## src/rtl/c906_mem_march_bist.sv

```systemverilog
//------------------------------------------------------------------------------
// c906_mem_march_bist : March C- self-test engine for one single-port SRAM.
// Revision: 1.0
//------------------------------------------------------------------------------
`default_nettype none

module c906_mem_march_bist #(
   parameter int                    ADDR_WIDTH = 7,
   parameter int                    DATA_WIDTH = 32,
   parameter logic [DATA_WIDTH-1:0] DATA_BG    = {DATA_WIDTH{1'b0}}
) (
   input  logic                  forever_cpuclk,
   input  logic                  cpurst_b,
   input  logic                  bist_start,
   output logic                  mem_cen,
   output logic                  mem_wen,
   output logic [ADDR_WIDTH-1:0] mem_addr,
   output logic [DATA_WIDTH-1:0] mem_din,
   input  logic [DATA_WIDTH-1:0] mem_dout,
   output logic                  bist_busy,
   output logic                  bist_done,
   output logic                  bist_pass,
   output logic [ADDR_WIDTH-1:0] bist_fail_addr
);

   localparam logic [DATA_WIDTH-1:0] P0        = DATA_BG;
   localparam logic [DATA_WIDTH-1:0] P1        = ~DATA_BG;
   localparam logic [ADDR_WIDTH-1:0] ADDR_LAST = {ADDR_WIDTH{1'b1}};

   typedef enum logic [3:0] {
      S_IDLE = 4'd0,
      S_M0   = 4'd1,
      S_M1   = 4'd2,
      S_M2   = 4'd3,
      S_M3   = 4'd4,
      S_M4   = 4'd5,
      S_M5   = 4'd6,
      S_DONE = 4'd7
   } state_t;

   state_t                state;
   logic [ADDR_WIDTH-1:0] addr;
   logic                  phase;

   logic                  in_march;
   logic                  rw_elem;
   logic                  up_elem;
   logic                  elem_end;
   logic [DATA_WIDTH-1:0] exp_data;
   logic [DATA_WIDTH-1:0] wr_data;
   logic                  miscompare;

   always_comb begin
      in_march = (state == S_M0) || (state == S_M1) || (state == S_M2) ||
                 (state == S_M3) || (state == S_M4) || (state == S_M5);
      rw_elem  = (state == S_M1) || (state == S_M2) || (state == S_M3) || (state == S_M4);
      up_elem  = (state == S_M0) || (state == S_M1) || (state == S_M2);
      elem_end = up_elem ? (addr == ADDR_LAST) : (addr == '0);
      exp_data = ((state == S_M2) || (state == S_M4)) ? P1 : P0;
      wr_data  = ((state == S_M1) || (state == S_M3)) ? P1 : P0;
      // Case-inequality so an X read back is treated as a miscompare.
      miscompare = in_march && (state != S_M0) && phase && (mem_dout !== exp_data);
   end

   always_comb begin
      mem_cen   = !in_march || ((state == S_M5) && phase);
      mem_wen   = !((state == S_M0) || (rw_elem && phase));
      mem_addr  = in_march ? addr : '0;
      mem_din   = (in_march && (state != S_M5)) ? wr_data : '0;
      bist_busy = in_march;
   end

   always_ff @(posedge forever_cpuclk or negedge cpurst_b) begin
      if (!cpurst_b) begin
         state          <= S_IDLE;
         addr           <= '0;
         phase          <= 1'b0;
         bist_done      <= 1'b0;
         bist_pass      <= 1'b0;
         bist_fail_addr <= '0;
      end else begin
         case (state)
            S_IDLE, S_DONE: begin
               if (bist_start) begin
                  state          <= S_M0;
                  addr           <= '0;
                  phase          <= 1'b0;
                  bist_done      <= 1'b0;
                  bist_pass      <= 1'b0;
                  bist_fail_addr <= '0;
               end
            end
            S_M0: begin
               if (elem_end) begin
                  state <= S_M1;
                  addr  <= '0;
               end else begin
                  addr <= addr + 1'b1;
               end
            end
            S_M1, S_M2, S_M3, S_M4, S_M5: begin
               if (!phase) begin
                  phase <= 1'b1;
               end else begin
                  phase <= 1'b0;
                  if (miscompare) begin
                     state          <= S_DONE;
                     bist_done      <= 1'b1;
                     bist_pass      <= 1'b0;
                     bist_fail_addr <= addr;
                  end else if (elem_end) begin
                     // Next element restarts from its own start address.
                     case (state)
                        S_M1:    begin state <= S_M2; addr <= '0;        end
                        S_M2:    begin state <= S_M3; addr <= ADDR_LAST; end
                        S_M3:    begin state <= S_M4; addr <= ADDR_LAST; end
                        S_M4:    begin state <= S_M5; addr <= ADDR_LAST; end
                        default: begin
                           state     <= S_DONE;
                           addr      <= '0;
                           bist_done <= 1'b1;
                           bist_pass <= 1'b1;
                        end
                     endcase
                  end else begin
                     addr <= up_elem ? (addr + 1'b1) : (addr - 1'b1);
                  end
               end
            end
            default: begin
               state <= S_IDLE;
               addr  <= '0;
               phase <= 1'b0;
            end
         endcase
      end
   end

endmodule

`default_nettype wire

```

## config.mk

```make
export PLATFORM = sky130hd
export DESIGN_NAME = c906_mem_march_bist
export DESIGN_NICKNAME = d
export VERILOG_FILES = /design/src/rtl/c906_mem_march_bist.sv
export SDC_FILE = /design/constraint.sdc
export NUM_CORES = 1
export LEC_CHECK = 0
export BUFFER_PORTS_ARGS = -buffer_cell sky130_fd_sc_hd__buf_2
export CAP_MARGIN = 20
export CORE_MARGIN = 4
export CORE_UTILIZATION = 52
export DETAILED_ROUTE_END_ITERATION = 16
export GPL_TIMING_DRIVEN = 1
export PLACE_DENSITY = 0.86
export SYNTH_ARGS = -nofsm -noshare
export SYNTH_HDL_FRONTEND = slang
export SYNTH_SLANG_ARGS = --single-unit
```

## constraint.sdc

```tcl
create_clock -name forever_cpuclk -period 4.6 [get_ports forever_cpuclk]
set_input_delay 0.23 -clock forever_cpuclk [delete_from_list [all_inputs] [get_ports forever_cpuclk]]
set_output_delay 0.23 -clock forever_cpuclk [all_outputs]
set_load 0.02 [all_outputs]
```

==> metrics.yaml <==
final_layout:
  finalNonFillerCells: 336
  fin_nets: 327
  num_antenna_cells: 0
  layout-drive-gt1-share_pct: 35.4
  nFillCells: 326
  area_growth_pct: 12.2
worst_setup_path:
  cp_slowest_stage_delay_ps: 760
  worst-path-stages: 5
  ff2ff_path_depth: 5
  worstPathArrival_ps: 2770
  crit_fanout: 24
  end_kind: "flip-flop"
  crit_slowest_cell: "dfrtp_1"
  crit_type: "flip-flop to flip-flop"
  start_kind: "flip-flop"
  worst-path-buf-inv: 0
  cp_cell_sequence: "nand3_1 > o21ai_2 > o22a_1 > o31a_1 > mux2_2"
  cp_top_family: "compound AO/OA/AOI/OAI gates"
  crit_required_ps: 4760
global_routing:
  grt_start_max_net_pins: 33
  grt.overflow.total: 0
  grt_pass1_wl_um: 8580
  grt_usage_pct: 21.2
  grt_antenna_before_repair: 0
  grt_pass1_vias: 1797
sta:
  slew-limit-headroom_pct: 55.6
  fmax_mhz: 382
  tns_ps: 0
  drv_slew: 0
  fin_crit_ps: 2610
  rsz0062_at_grt: "false"
  worstMarginPinSlew_ps: 665
  report.final.hold_viol_count: 0
  setup_viol_count_final: 0
  skew_ps: 2.23
  fin_crit_sh_pct: 56.8
synth:
  synth_fp_nets: 283
  ys_ff_latch: 20
  synth-edff-count: 0
  yosysWarnings: 0
  async_flop_share_pct: 100
  synth.largest_area_cell: "dfrtp_1"
  yosysUniqueCellTypes: 56
  synth_top_area_share_pct: 25.2
  syn-cell-area_um2: 1980
  netlist_top_cells_area: "dfrtp_1 (25%), buf_4 (12%), nand4_1 (3.8%)"
  avgSynthCellArea_um2: 8.09
  synth_top_flop_cell: "dfrtp_1"
  yosysMostFrequentCell: "buf_4"
  syn_inst: 245
  ys_seq_area_share_pct: 25.2
  yosys-top-cells-count: "buf_4 (33), dfrtp_1 (20), nor2_1 (16)"
run:
  timing.max_cap.violations: 0
clock_network:
  cts_buffers: 3
  h-tree-depth: 1
  ctsResizeCount: 0
  clk_pin_slew_ps: 70
  clk_latency_ps: 270
  cts_tree: "done"
  cts_root_buf: "clkbuf_8"
  cts_max_path_buffers: 2
  cts_sinks: 20
routing:
  drt-total-wl_um: 5380
  drt_first_pass_iters: 4
  route.detailed.wl_per_inst_um: 16.0
  ant_nets: 0
  vias: 2035
  drc: 0
  drt_iter0_markers: 125
  viasPerCell: 6.06
status:
  outcome: "finished, final reports clean"
floorplan:
  design.core.area_um2: 3660
  io_pins: 86
  fp.dieW_um: 69.8
  start_util_pct: 54.2
  num_rows: 22
  die-area_um2: 4870
  die_h_um: 69.8
hold_path:
  hold_class: "primary input to flip-flop"
  holdPathStages: 2
power:
  power_mw: 1.41
  vdd.ir_drop.worst_uv: 379
  powerDensity_nw_per_um2: 634
  p_leak_nw: 1.07
placement:
  hpwl_um: 4030
  placedCellCount: 331
  gp_congestion: 0.918
  numPortBuffers: 85
[where the power goes]
group | leakage [nW] | internal, mW | switching, mW
logic | 0.798 | 0.351 | 0.531
registers | 0.246 | 0.247 | 0.144
clock network | 0.0288 | 0.0764 | 0.0617
total | 1.07 | 0.674 | 0.737
[state kept, by name (all words and copies together) (netlist names)]
signal / cells
addr: 7
bist_fail_addr: 7
state: 3
bist_done: 1
bist_pass: 1
phase: 1
[logic make-up after synthesis]
family	count (synthesis)	synth area share [%]
AOI/OAI and AO/OA	55	19.6
xor gates and xnor gates	2	0.883
adders and majority gates	3	1.89
buffers and inverters	58	17.9
DFF	20	25.2
muxes	13	7.63
and+or+nand+nor	94	26.9
[timing repair]
item                                    in CTS  in global routing
hold buffers                                 1                  0
endpoints found under the setup margin       0                  0
hold endpoints to repair                    20                  0
setup buffers                                0                  0
[through the flow]
stage          hold slack [ps]  cell area (um^2)  setup slack [ps]  utilization (%)
5_1_grt                    247              2220              1830             60.8
4_1_cts                    236              2220              2080             60.8
6_report                   244              2220              1990             60.8
3_5_place_dp               204              2160              2080             59.0
3_3_place_gp               198              2160              2180             59.0
2_1_floorplan            -65.6              1980              1920                -
[path summary, 6_finish.rpt]
kind	startpoint	end	slack [ps]
max	state[0]$_DFFE_PN0P_	addr[1]$_DFFE_PN0P_	1990
min	bist_start	state[2]$_DFFE_PN0P_	240
max reg2reg	state[0]$_DFFE_PN0P_	addr[1]$_DFFE_PN0P_	1990
min reg2reg	bist_fail_addr[1]$_DFFE_PN0P_	bist_fail_addr[1]$_DFFE_PN0P_	480
max in group asynchronous	cpurst_b	state[1]$_DFFE_PN0P_	3850
min in group asynchronous	cpurst_b	addr[2]$_DFFE_PN0P_	440
[layout by cell type (no fill, tap or decap), drive strengths merged, types with 3 or more instances in the layout]
cell type,Yosys,routed
buf,44,86
dfrtp,20,20
nor2,18,18
o21ai,15,15
nand2,13,13
nand4,12,12
nor4,12,12
inv,10,10
and3,9,9
nand3,9,9
a21oi,8,8
nor3,8,8
mux2,7,7
mux2i,5,5
or3,4,4
clkbuf,4,4
o21a,3,3
o211ai,3,3
o32ai,3,3
ha,3,3
a32oi,3,3
[final cells by class]
type                       count  area [um^2]  area share (%)
inverter                      10         37.5            1.69
clock buffer                   4         55.1            2.47
sequential                    20          500            22.5
timing repair buffer          87          443            19.9
multi-input combinational    167         1130            50.7
tap                           48         60.1            2.70
[metal layers]
metal  track usage, %  wire length (um)  vias up
met5                0                 0        -
met4             7.23                74        0
met3             2.61               490        7
met2             35.6              2580      105
met1             28.2              2240      956
li1                 -                 -      967
Power figures use the tool's default switching activity.
